### src/rtl/fnd_pkg.sv
// Shared types and widths for the 4-digit FND scan controller.
package fnd_pkg;

    typedef enum logic [1:0] {
        OFF   = 2'd0,
        BLANK = 2'd1,
        SHOW  = 2'd2
    } state_t;

    localparam int NUM_DIGITS = 4;
    localparam int DIGIT_W    = 2;
    localparam int BCD_W      = 4;
    localparam int VALUE_W    = NUM_DIGITS * BCD_W;

    function automatic logic [BCD_W-1:0] nibble_of(
        input logic [VALUE_W-1:0] v,
        input logic [DIGIT_W-1:0] d
    );
        return v[{d, 2'b00} +: BCD_W];
    endfunction

`ifdef FND_LZB_EN
    // Digit d is a leading zero when it and every higher nibble are 0.
    function automatic logic is_leading_zero(
        input logic [VALUE_W-1:0] v,
        input logic [DIGIT_W-1:0] d
    );
        logic lz;
        unique case (d)
            2'd1:    lz = (v[15:4] == '0);
            2'd2:    lz = (v[15:8] == '0);
            2'd3:    lz = (v[15:12] == '0);
            default: lz = 1'b0;
        endcase
        return lz;
    endfunction
`endif

endpackage

### src/rtl/fnd_slot_timer.sv
// Digit-slot counter: counts 0..CLK_DIV-1 and flags the blank end and slot end.
module fnd_slot_timer #(
    parameter int CLK_DIV      = 100000,
    parameter int BLANK_CYCLES = 1000
) (
    input  logic clk,
    input  logic reset,
    input  logic clear,
    output logic terminal,
    output logic blank_end
);

    localparam int CNT_W = $clog2(CLK_DIV);

    logic [CNT_W-1:0] count;

    always_ff @(posedge clk) begin
        if (reset || clear || terminal) begin
            count <= '0;
        end else begin
            count <= count + 1'b1;
        end
    end

    assign terminal  = (count == CNT_W'(CLK_DIV - 1));
    assign blank_end = (count == CNT_W'(BLANK_CYCLES - 1));

endmodule

### src/rtl/fnd_scan_controller.sv
// 4-digit FND time-multiplexing sequencer with per-slot blanking.
// Optional leading-zero blanking is enabled by defining FND_LZB_EN.
import fnd_pkg::*;

module fnd_scan_controller #(
    parameter int CLK_DIV      = 100000,
    parameter int BLANK_CYCLES = 1000
) (
    input  logic                 i_Clk,
    input  logic                 i_Reset,
    input  logic                 i_Enable,
    input  logic                 i_Load,
    input  logic [VALUE_W-1:0]   i_Value,
    output logic                 o_Pending,
    output logic [DIGIT_W-1:0]   o_DigitSelect,
    output logic                 o_Blank,
    output logic [BCD_W-1:0]     o_BCD,
    output logic                 o_FrameTick
);

    state_t               state;
    state_t               state_next;
    logic [DIGIT_W-1:0]   digit;
    logic [DIGIT_W-1:0]   digit_next;
    logic [VALUE_W-1:0]   shadow;
    logic [VALUE_W-1:0]   shadow_next;
    logic [VALUE_W-1:0]   display;
    logic [VALUE_W-1:0]   display_next;
    logic                 pending_next;
    logic                 blank_next;
    logic [BCD_W-1:0]     bcd_next;
    logic                 terminal;
    logic                 blank_end;
    logic                 clear;
    logic                 wrap;
    logic                 window;

    assign clear = (state == OFF) || !i_Enable;

    fnd_slot_timer #(
        .CLK_DIV      (CLK_DIV),
        .BLANK_CYCLES (BLANK_CYCLES)
    ) u_timer (
        .clk       (i_Clk),
        .reset     (i_Reset),
        .clear     (clear),
        .terminal  (terminal),
        .blank_end (blank_end)
    );

    always_ff @(posedge i_Clk) begin
        if (i_Reset) begin
            state <= OFF;
            digit <= '0;
        end else begin
            state <= state_next;
            digit <= digit_next;
        end
    end

    always_comb begin
        state_next = state;
        digit_next = digit;
        unique case (state)
            OFF: begin
                if (i_Enable) state_next = BLANK;
            end
            BLANK: begin
                if (!i_Enable) begin
                    state_next = OFF;
                    digit_next = '0;
                end else if (blank_end) begin
                    state_next = SHOW;
                end
            end
            SHOW: begin
                if (!i_Enable) begin
                    state_next = OFF;
                    digit_next = '0;
                end else if (terminal) begin
                    state_next = BLANK;
                    digit_next = digit + 1'b1;
                end
            end
            default: begin
                state_next = OFF;
                digit_next = '0;
            end
        endcase
    end

    // Commits land only at frame boundaries or while dark, so a frame never tears.
    assign wrap   = (state == SHOW) && i_Enable && terminal && (digit == 2'd3);
    assign window = wrap || (state == OFF);

    always_comb begin
        shadow_next  = shadow;
        display_next = display;
        pending_next = o_Pending;
        if (i_Load) begin
            shadow_next = i_Value;
            if (window) begin
                display_next = i_Value;
                pending_next = 1'b0;
            end else begin
                pending_next = 1'b1;
            end
        end else if (window && o_Pending) begin
            display_next = shadow;
            pending_next = 1'b0;
        end
`ifdef FND_LZB_EN
        blank_next = (state_next != SHOW)
                   || is_leading_zero(display_next, digit_next);
`else
        blank_next = (state_next != SHOW);
`endif
        bcd_next = nibble_of(display_next, digit_next);
    end

    always_ff @(posedge i_Clk) begin
        if (i_Reset) begin
            shadow      <= '0;
            display     <= '0;
            o_Pending   <= 1'b0;
            o_Blank     <= 1'b1;
            o_BCD       <= '0;
            o_FrameTick <= 1'b0;
        end else begin
            shadow      <= shadow_next;
            display     <= display_next;
            o_Pending   <= pending_next;
            o_Blank     <= blank_next;
            o_BCD       <= bcd_next;
            o_FrameTick <= wrap;
        end
    end

    assign o_DigitSelect = digit;

endmodule

### config.mk
export PLATFORM = sky130hd
export DESIGN_NAME = fnd_scan_controller
export DESIGN_NICKNAME = d
export VERILOG_FILES = /design/src/rtl/fnd_pkg.sv /design/src/rtl/fnd_slot_timer.sv /design/src/rtl/fnd_scan_controller.sv
export SDC_FILE = /design/constraint.sdc
export NUM_CORES = 1
export LEC_CHECK = 0
export CORE_ASPECT_RATIO = 0.6
export CORE_MARGIN = 2
export CORE_UTILIZATION = 58
export CTS_BUF_LIST = sky130_fd_sc_hd__clkbuf_8
export DETAILED_ROUTE_END_ITERATION = 6
export PLACE_DENSITY = 0.83
export SLEW_MARGIN = 30
export SYNTH_ARGS = -nofsm -noshare
export SYNTH_HDL_FRONTEND = slang
export SYNTH_SLANG_ARGS = --single-unit
### constraint.sdc
create_clock -name i_Clk -period 4.8 [get_ports i_Clk]
set_input_delay 1.44 -clock i_Clk [delete_from_list [all_inputs] [get_ports i_Clk]]
set_output_delay 1.44 -clock i_Clk [all_outputs]
set_load 0.005 [all_outputs]
# [Yosys cells after proc, flatten, opt, wreduce, memory -nomap -nowiden]
# Index checks and enable logic that the tools add are counted.
[totals] regBits=60 inputBits=20 out_inout_bits=9 elab_cells=45
[op_classes] n_addsub=2 n_eq_ne=6 n_shift=1 muxes=16 n_reduce_logical=11
[ops] cell="16-bit 2-to-1 mux" n=3
[ops] cell="17-bit by 1-bit adder with 17-bit output (second input constant)" n=1
[ops] cell="17-bit by 10-bit equality test with 1-bit output (second input constant)" n=1
[ops] cell="17-bit equality test (second input constant)" n=1
[ops] cell="2-bit 2-to-1 mux" n=8
[ops] cell="16-bit by 5-bit indexed part select with 4-bit output" n=1
[ops] cell="2-bit one-hot mux with 3 select lines" n=2
[ops] cell="2-bit equality test (second input constant)" n=2
[ops] cell="1-bit logical AND" n=4
[ops] cell="1-bit logical OR" n=4
[ops] cell="1-bit 2-to-1 mux" n=3
[ops] cell="2-bit by 1-bit adder with 2-bit output (second input constant)" n=1
[ops] cell="2-bit by 1-bit equality test with 1-bit output (second input constant)" n=1
[ops] cell="2-bit logical NOT" n=1
[ops] cell="2-bit != test (second input constant)" n=1
[ops] cell="2-bit nonzero test" n=1
[ops] cell="1-bit logical NOT" n=1

# [Logic depth before layout (Yosys ltp)]
# Gate-level depths: netlist of the first run.
[depth] depth_word=9 ltp_mapped=10 mapped_depth_nobuf=9

# [By module]
# Synthesis of the first run repeated with hierarchy kept, for this count alone.
[hier_totals] hier_cells=340 hier_area_um2=2949.1
[by_module_without_submodules] mod="fnd_scan_controller" instances=1 cells_each=243 area_per_inst_um2=2120.8 seq_area_each_um2=860.8
[by_module_without_submodules] mod="fnd_slot_timer" instances=1 cells_each=97 area_per_inst_um2=828.3 seq_area_each_um2=340.3

# [Least setup slack after synthesis of the first run]
# OpenSTA, ideal clock, no wires.
[synth_timing] kind="input port to flip-flop" from="input i_Load" to="register shadow[10]" setup_time_ns=0.128 arrival_time_ns=2.837 t_required_ns=4.672 slack_ns=1.835 cell_stages=5 path_buffers=3 cell_sequence="clkbuf_1 > buf_1 > clkbuf_1 > mux2i_1 > nor2_1"
[synth_rtl] element="from (decl)" line_no="fnd_scan_controller.sv:12" text="input logic i_Load,"
[synth_rtl] element="to (signal assigned)" line_no="fnd_scan_controller.sv:130" text="shadow <= shadow_next;"
[synth_rtl] element="to (decl)" line_no="fnd_scan_controller.sv:25" text="logic [VALUE_W-1:0] shadow;"

# [Worst setup path after layout of the first run]
[layout_timing] from="input i_Enable" to="register o_BCD[3]"
[layout_between] elab_chain_cells=8 elab_cells_between_ends=12 classes_between="shift (1); mux (6); reduce/logical (5)"
[layout_lines] element="from (decl)" line_no="fnd_scan_controller.sv:11" text="input logic i_Enable,"
[layout_lines] element="1-bit logical AND (3 in a row)" line_no="fnd_scan_controller.sv:93" text="assign wrap = (state == SHOW) && i_Enable && terminal && (digit == 2'd3);"
[layout_lines] element="1-bit logical OR" line_no="fnd_scan_controller.sv:94" text="assign window = wrap || (state == OFF);"
[layout_lines] element="1-bit logical AND" line_no="fnd_scan_controller.sv:108" text="end else if (window && o_Pending) begin"
[layout_lines] element="16-bit 2-to-1 mux" line_no="fnd_scan_controller.sv:108"
[layout_lines] element="16-bit 2-to-1 mux" line_no="fnd_scan_controller.sv:100" text="if (i_Load) begin"
[layout_lines] element="16-bit by 5-bit indexed part select with 4-bit output (*)" line_no="fnd_pkg.sv:19" text="return v[{d, 2'b00} +: BCD_W];"
[layout_lines] element="to (signal assigned)" line_no="fnd_scan_controller.sv:134" text="o_BCD <= bcd_next;"
[layout_lines] element="to (decl)" line_no="fnd_scan_controller.sv:17" text="output logic [BCD_W-1:0] o_BCD,"
# Mark *: on every way between the ends. The rest lies on a longest branch, timed or not.
# A chain may end at the register's enable or synchronous reset.

==> results of run 1 <==
## registers in the layout, indices dropped and copies added (netlist names)
name and flops:
o_DigitSelect 2, shadow 16, display 16, u_timer.count 17, o_FrameTick 1, o_BCD 4, state 2, o_Pending 1
o_Blank 1
## final timing paths
kind                                                    end  slack, ns  depth (start not counted)
worst max-delay path                    o_BCD[3]$_SDFF_PP0_       1.30                          7
worst min-delay path            u_timer.count[0]$_SDFF_PP0_       0.46                          1
worst max register to register          o_BCD[3]$_SDFF_PP0_       1.99                          8
worst min register to register  u_timer.count[0]$_SDFF_PP0_       0.46                          1
## cell usage after synthesis (2+ instances only)
master,count
a21oi_1,18
a221oi_1,13
a22o_1,4
a31oi_1,2
and3_1,4
and3_2,2
buf_1,3
buf_2,2
buf_6,2
clkbuf_1,9
clkbuf_8,2
dfxtp_1,60
ha_1,2
inv_1,7
mux2i_1,24
nand2_1,12
nand2b_1,15
nand3_1,20
nand3b_1,2
nand4_1,4
nor2_1,54
nor3_1,3
o21ai_0,4
o221ai_1,2
or3_1,4
xor2_1,11
## routing by layer
layer	global-route usage (%)	vias up	wire length, um
li1	-	1136	-
met1	34.7	1123	2930
met2	36.7	90	2690
met3	9.78	8	518
met4	7.98	0	60
met5	0	-	0
## worst max-delay path, stage by stage
cell             delay [ns]
clkdlybuf4s50_1        0.55
nand4_1                0.17
o32ai_4                0.57
and2_4                 0.37
a221oi_1               0.13
a31o_1                 0.27
a311oi_1               0.25
## through the flow
stage | worst slack, ns | power [mW]
after floorplan | 1.84 | 0.603
after global placement | 0.996 | 0.637
after detailed placement | 1.01 | 0.640
after CTS | 1.31 | 1.06
after global routing | 1.12 | 1.09
final | 1.30 | 1.05
## power breakdown
group	leakage [nW]	switching (mW)	total [mW]	internal, mW
logic	0.635	0.0511	0.0999	0.0488
clock network	0.103	0.183	0.421	0.238
registers	0.491	0.0138	0.532	0.518
total	1.23	0.247	1.05	0.805
## final cells by class
class | instances | area, um^2 | area share, %
multi-input cells | 221 | 1430 | 44.3
flip-flops and latches | 60 | 1200 | 37.2
repair buffers | 31 | 303 | 9.37
clock buffers | 13 | 179 | 5.54
well taps | 63 | 78.8 | 2.44
inverters | 7 | 26.3 | 0.813
clock inverters | 2 | 8.76 | 0.271
## logic make-up (layout without fill, tap and decap cells)
group | count (synthesis) | count (layout)
muxes | 24 | 24
and+or+nand+nor | 132 | 132
AOI/OAI and AO/OA | 51 | 51
adders and majority gates | 2 | 2
xor gates and xnor gates | 12 | 12
buffers and inverters | 25 | 53
DFF | 60 | 60
## cell usage in the layout (no fill, tap or decap), types with 2 or more instances in the layout
cell type / n
clkbuf_8: 13
and3_1: 4
and3_2: 2
inv_1: 8
a31oi_1: 2
a21oi_1: 18
buf_4: 3
a22o_1: 4
nor2_1: 53
o21ai_0: 4
clkdlybuf4s50_1: 28
nand4_1: 4
o221ai_1: 2
a221oi_1: 13
xor2_1: 11
nand2b_1: 15
ha_1: 2
nand3b_1: 2
dfxtp_1: 59
nand3_1: 20
or3_1: 4
nor3_1: 3
mux2i_1: 24
nand2_1: 12
==> reports/metrics.cfg, run 1 <==
[routing]
avgViaCountPerCell=5.94
drtIter0Drc=164
drtAntennaViolNets=0
routed_wl_um=6200
wl_per_cell_um=15.6
drc=0
dr.pass1.iters=6
via_count=2357

[run_status]
status=finished clean

[logic_synthesis]
ys_ff_latch=60
synth_top_cells_by_area=dfxtp_1 43%, mux2i_1 8.7%, nor2_1 7.3%
syn_nets=328
muxShareOfSynthArea_pct=8.70
yosysUniqueCellTypes=47
yosys.area.top_type=dfxtp_1
synth_adder_area_share_pct=0.906
synth_edf_count=0
yosys.area_share.simple_pct=24.4
synth_top_cell_area_share_pct=43.5
synth_top_family_by_area=simple AND/OR/NAND/NOR gates
async_flop_share_pct=0
yosysWarnings=0
synth_compound_area_share_pct=13.9
postSynthCellCount=306
synth.yosys.seq_area_share_pct=43.5
synth-main-ff-cell=dfxtp_1
syn-cell-area_um2=2760
synth.avg_cell_area_um2=9.03
synth-xor-area-share_pct=3.80

[critical_path]
cp_max_fo=14
crit_type=in -> reg
r2r-start=u_timer.count[0]$_SDFF_PP0_
cp_data_required_time_ns=5.05
worstPathArrival_ns=3.75
cp-end-kind=flop
start_kind=primary input
crit_start=i_Enable

[clock_network]
clock_latency_ns=0.34
cts.sinks=60
post_cts_resized=0
cts_setup_buffers=0
h-tree-depth=3
tritoncts=yes
clkSlewWorstSetupHoldPaths_ns=0.06
cts-root-buf=clkbuf_8
cts.path.max_buffers=2
ctsHoldBuffers=0
cts_buffers=9

[die]
die_y_um=57.5
rows=19
dieArea_um2=5350
start_util_pct=60.2
dieWidth_um=93.1
core_um2=4590
ioPinCount=29

[sta]
hold_ws_ns=0.462
slew_viol_final=0
rsz0062_at_grt=no
setup_viol=0
clock_skew_ns=0.00497
finalHoldViolations=0
min_period_over_period_pct=73.0
clock.fmax_mhz=285
worst_pin_slew_ns=0.793
tns_ns=0
max_slew_margin_pct=47.0
fin_crit_ns=3.50

[grt]
grt.overflow.total=0
grt_pass1_vias=2130
grt_antenna_before_repair=0
grt_util_all_layers_pct=25.2
grt_pass1_wl_um=10300
grt_max_degree=40

[worst_hold_path]
hp-class=reg -> reg
hold_path_startpoint=u_timer.count[0]$_SDFF_PP0_

[power_and_ir_drop]
p_leak_nw=1.23
powerDensity_nw_per_um2=326
peakVddDrop_v=0.000187

[layout]
final_nets=352
final_cells=397
layout-drive-gt1-share_pct=9.88
area_growth_pct=16.9
final_util_pct=70.4
fill_cells=366
antenna_cells=0
design_area_um2=3230

[placement]
place_inst=382
placed_area_um2=3040
portBuffers=28
dp_hpwl_um=4200
place_congestion=0.792

[run]
cap_viol_max_count=0

(Power assumes the default switching activity.)
==> run 2, diff against run 1 <==
CORE_UTILIZATION = 53   (was 58)
PLACE_DENSITY = 0.8   (was 0.83)
clock period = 3.05 ns   (was 4.8 ns; I/O delays follow)
==> run 2 against run 1 <==
Non-clock buffer count is 5 higher. Clock skew grew 0.0051 ns. Critical path depth stayed put. Cell count up 2.3%. Register-to-register slack got worse by 1.5 ns. Global-route usage decreased by 2.5 points. Via count decreased by 0.68%. Worst setup slack got worse by 0.97 ns. Sequential power is 57% higher. Critical endpoint is now o_BCD[0]$_SDFF_PP0_. Largest cell class unchanged. Largest power group unchanged.
==> reports/metrics.cfg, run 2 (same netlist as run 1, synthesis figures left out) <==
[critical_path]
cp_max_fo=14  ; unchanged
worstPathArrival_ns=2.96  ; -0.79 ns
cp_slowest_cell=clkdlybuf4s50_1
cp_data_required_time_ns=3.29  ; -1.76 ns
cp-end-kind=flop
path_cells=clkdlybuf4s50_1 > nand4_1 > nor3_1 > nor2_2 > a221oi_1 > mux2i_1 > a22o_1
critPathMaxStageDelay_ns=0.51  ; -0.06 ns
crit_type=in -> reg
start_kind=primary input

[layout]
final_cell_mix=60 x dfxtp_1, 53 x nor2_1, 28 x clkdlybuf4s50_1
design_area_um2=3260  ; +0.93%
final_cells=406  ; +2.3%
fill_cells=426  ; +16%
area_growth_pct=18.0
final_util_pct=64.8  ; -5.6 points
seq_area_um2=1200  ; -0.10%
antenna_cells=0  ; unchanged
largest_registers=u_timer.count x17, display x16, shadow x16
final_nets=357  ; +1.4%
mostFrequentLayoutCell=dfxtp_1
layout-drive-gt1-share_pct=11.5  ; +1.6 points
largest_register=u_timer.count
largest_reg_flops=17  ; unchanged
multi_input_area_um2=1430  ; unchanged

[power_and_ir_drop]
powerDensity_nw_per_um2=498  ; +53%
p_leak_nw=1.23  ; +0.17%
peakVddDrop_v=0.000339  ; +82%
p_total_mw=1.62  ; +54%

[routing]
via_count=2341  ; -0.68%
wl_per_cell_um=15.0  ; -4.1%
routed_wl_um=6090  ; -1.9%
avgViaCountPerCell=5.77  ; -2.9%
dr.pass1.iters=4  ; -2
drtAntennaViolNets=0  ; unchanged
drtIter0Drc=190  ; +16%
drc=0  ; unchanged

[sta]
max_slew_margin_pct=56.0  ; +9.0 points
min_period_over_period_pct=89.2
hold_ws_ns=0.468  ; +0.00678 ns
layout_setup_ws_ns=0.328  ; -0.968 ns
finalHoldViolations=0  ; unchanged
fin_crit_ns=2.72
rsz0062_at_grt=no
slew_viol_final=0  ; unchanged
worst_pin_slew_ns=0.659  ; -0.133 ns
clock_skew_ns=0.0100  ; +0.00507 ns
clock.fmax_mhz=367
tns_ns=0  ; unchanged
setup_viol=0  ; unchanged

[grt]
grt_util_all_layers_pct=22.7  ; -2.5 points
grt_antenna_before_repair=0  ; unchanged
grt.overflow.total=0  ; unchanged
grt_pass1_wl_um=10200  ; -1.0%
grt_pass1_vias=2081  ; -2.3%
grt_max_degree=39  ; -2.5%

[clock_network]
clock_latency_ns=0.34  ; about the same
tritoncts=yes
cts.sinks=60  ; unchanged
cts.path.max_buffers=2  ; unchanged
cts-root-buf=clkbuf_8
post_cts_resized=0  ; unchanged
cts_buffers=9  ; unchanged
ctsHoldBuffers=0  ; unchanged
cts_setup_buffers=0  ; unchanged
clkSlewWorstSetupHoldPaths_ns=0.07  ; about the same
h-tree-depth=3  ; unchanged

[die]
dieWidth_um=97.2  ; +4.4%
start_util_pct=54.9  ; -5.3 points
rows=20  ; +1
dieArea_um2=5830  ; +8.9%
die_y_um=59.9  ; +4.3%
ioPinCount=29  ; unchanged
core_um2=5030  ; +9.6%

[placement]
placed_area_um2=3080  ; +1.3%
portBuffers=28  ; unchanged
dp_hpwl_um=4200  ; +0.11%
place_inst=390  ; +2.1%
place_congestion=0.888  ; +12%
post-place-ws_ns=-0.207  ; -1.22 ns

[run]
cap_viol_max_count=0  ; unchanged

[run_status]
status=finished clean

[worst_hold_path]
hp-class=reg -> reg

run 2: metal layers:
layer  vias up  global-route usage (%)  wire length, um
li1       1146                       -                -
met1      1097                    31.9             3010
met2        85                    32.3             2540
met3        13                    7.84              428
met4         0                    8.65              107
met5         -                       0                0
run 2: worst max-delay path, delay by kind of cell:
kind	cells	cell delay (ns)
AND/OR/NAND/NOR	3	0.64
AO/OA/AOI/OAI	2	0.74
buffers and inverters	1	0.51
multiplexers	1	0.15
run 2: worst paths after layout:
path | from | end | slack (ns) | cells past startpoint
worst max-delay path | i_Enable | o_BCD[0]$_SDFF_PP0_ | 0.33 | 7
worst min-delay path | u_timer.count[0]$_SDFF_PP0_ | u_timer.count[0]$_SDFF_PP0_ | 0.47 | 1
worst max register to register | u_timer.count[0]$_SDFF_PP0_ | o_BCD[0]$_SDFF_PP0_ | 0.45 | 8
worst min register to register | u_timer.count[0]$_SDFF_PP0_ | u_timer.count[0]$_SDFF_PP0_ | 0.47 | 1
run 2: cell type report:
cell class	instances	area share [%]
sequential	60	36.8
inverter	7	0.806
multi-input combinational	221	43.9
tap	66	2.53
clock inverter	6	1.23
clock buffer	10	4.22
timing repair buffer	36	10.4
run 2: power breakdown:
part	switching [mW]	internal, mW
Sequential	0.0180	0.815
Combinational	0.0831	0.0796
Clock	0.314	0.313
Total	0.415	1.21
==> run 3, diff against run 2 <==
CORE_MARGIN = not set   (was 2)
==> run 3 against run 2 <==
First-iteration DRC count shrank 21%. Combinational power is essentially flat. Clock-buffer cell count is the same. Hold slack lost 0.0018 ns. Register-to-register slack gained 0.13 ns. Highest routed layer unchanged.
==> reports/metrics.cfg, run 3 (same netlist as run 1, synthesis figures left out) <==
[power_and_ir_drop]
peakVddDrop_v=0.000308  ; -9.1%
powerDensity_nw_per_um2=537  ; +7.9%
p_total_mw=1.78  ; +9.7%
p_leak_nw=1.28  ; +3.8%

[sta]
min_period_over_period_pct=84.0  ; -5.2 points
worst_pin_slew_ns=0.624  ; -0.0357 ns
slew_viol_final=0  ; unchanged
setup_viol=0  ; unchanged
clock.fmax_mhz=390  ; +6.2%
clock_skew_ns=0.00896  ; -0.00107 ns
max_slew_margin_pct=58.4  ; +2.4 points
finalHoldViolations=0  ; unchanged
hold_ws_ns=0.467  ; -0.00176 ns
rsz0062_at_grt=no
tns_ns=0  ; unchanged
layout_setup_ws_ns=0.488  ; +0.159 ns
fin_crit_ns=2.56  ; -0.159 ns

[routing]
routed_wl_um=6030  ; -0.99%
drtIter0Drc=151  ; -21%
wl_per_cell_um=14.9  ; -0.50%
avgViaCountPerCell=5.75  ; -0.23%
drc=0  ; unchanged
dr.pass1.iters=6  ; +2
via_count=2324  ; -0.73%
drtAntennaViolNets=0  ; unchanged

[clock_network]
cts.path.max_buffers=2  ; unchanged
cts.sinks=60  ; unchanged
cts_buffers=9  ; unchanged
post_cts_resized=0  ; unchanged
ctsHoldBuffers=0  ; unchanged
cts-root-buf=clkbuf_8
cts_setup_buffers=0  ; unchanged
h-tree-depth=3  ; unchanged
clkSlewWorstSetupHoldPaths_ns=0.06  ; about the same
tritoncts=yes
clock_latency_ns=0.34  ; about the same

[critical_path]
crit_family=compound AO/OA/AOI/OAI gates
crit_start=i_Enable
cp_max_fo=11  ; -3
cp-end-kind=flop
critPathMaxStageDelay_ns=0.48  ; -0.03 ns
crit_type=in -> reg
path_cells=clkdlybuf4s50_1 > nand4_1 > o32ai_4 > buf_4 > a31oi_1 > o221ai_1 > mux2i_1 > nor2_1 > a311oi_1
start_kind=primary input
cp_slowest_cell=clkdlybuf4s50_1
r2r-start=u_timer.count[0]$_SDFF_PP0_
worstPathArrival_ns=2.76  ; -0.20 ns
path_buf_inv=2  ; +1
cp_data_required_time_ns=3.25  ; -0.04 ns

[layout]
antenna_cells=0  ; unchanged
final_util_pct=69.4  ; +4.6 points
design_area_um2=3320  ; +1.7%
mostFrequentLayoutCell=dfxtp_1
final_cell_mix=60 x dfxtp_1, 53 x nor2_1, 28 x clkdlybuf4s50_1
largest_registers=u_timer.count x17, display x16, shadow x16
area_growth_pct=20.0
final_cells=404  ; -0.49%
final_nets=358  ; +0.28%
largest_reg_flops=17  ; unchanged
largest_register=u_timer.count
layout-drive-gt1-share_pct=11.4  ; -0.034 points

[placement]
place_congestion=0.794  ; -11%
place_inst=388  ; -0.51%
portBuffers=28  ; unchanged
post-place-ws_ns=-0.120  ; +0.0870 ns
placed_area_um2=3100  ; +0.53%
dp_hpwl_um=4130  ; -1.8%

[worst_hold_path]
hold_path_startpoint=u_timer.count[0]$_SDFF_PP0_
hp-class=reg -> reg

[die]
dieArea_um2=5510  ; -5.3%
die_y_um=57.9  ; -3.3%
rows=19  ; -5.0%
ioPinCount=29  ; unchanged
start_util_pct=57.8  ; +2.9 points
dieWidth_um=95.2  ; -2.1%
core_um2=4780  ; -5.0%

[grt]
grt_pass1_vias=2042  ; -1.9%
grt.overflow.total=0  ; unchanged
grt_pass1_wl_um=9740  ; -4.2%
grt_util_all_layers_pct=23.6  ; +0.85 points
grt_antenna_before_repair=0  ; unchanged
grt_max_degree=39  ; unchanged

[run_status]
status=finished clean

[run]
cap_viol_max_count=0  ; unchanged

-- run 3: cell count changes in the layout (fill, tap and decap cells not counted) --
| cell | delta |
|---|---|
| inv_1 | +1 |
| clkinv_2 | +1 |
| bufinv_16 | +2 |
| buf_12 | +1 |
| clkinvlp_4 | -4 |
-- run 3: report_power, final --
group / internal (mW) / total (mW) / leakage [nW] / switching (mW)
sequential: 0.815 / 0.833 / 0.491 / 0.0175
combinational: 0.0821 / 0.165 / 0.669 / 0.0825
clock: 0.475 / 0.783 / 0.117 / 0.308
total: 1.37 / 1.78 / 1.28 / 0.408
-- run 3: final timing paths --
kind | endpoint | slack, ns | depth (start not counted)
setup / recovery | o_BCD[3]$_SDFF_PP0_ | 0.49 | 9
hold / removal | u_timer.count[0]$_SDFF_PP0_ | 0.47 | 1
setup reg to reg | o_BCD[3]$_SDFF_PP0_ | 0.58 | 10
hold reg to reg | u_timer.count[0]$_SDFF_PP0_ | 0.47 | 1
-- run 3: area by class of cell --
cell class / count / area (um^2)
repair buffers: 37 / 360
clock buffers: 10 / 138
well taps: 63 / 78.8
multi-input cells: 221 / 1430
fillers: 358 / 1460
clock inverters: 6 / 78.8
flip-flops and latches: 60 / 1200
inverters: 7 / 26.3
-- run 3: per-layer routing --
layer  vias to the layer above  wire, um  part of all wire (%)  track usage [%]
met3                        18       429                   7.1             6.56
li1                       1147         -                     -                -
met5                         -         0                     0                0
met4                         0       100                   1.7             9.52
met1                      1075      3130                    52             35.7
met2                        84      2370                    39             31.0
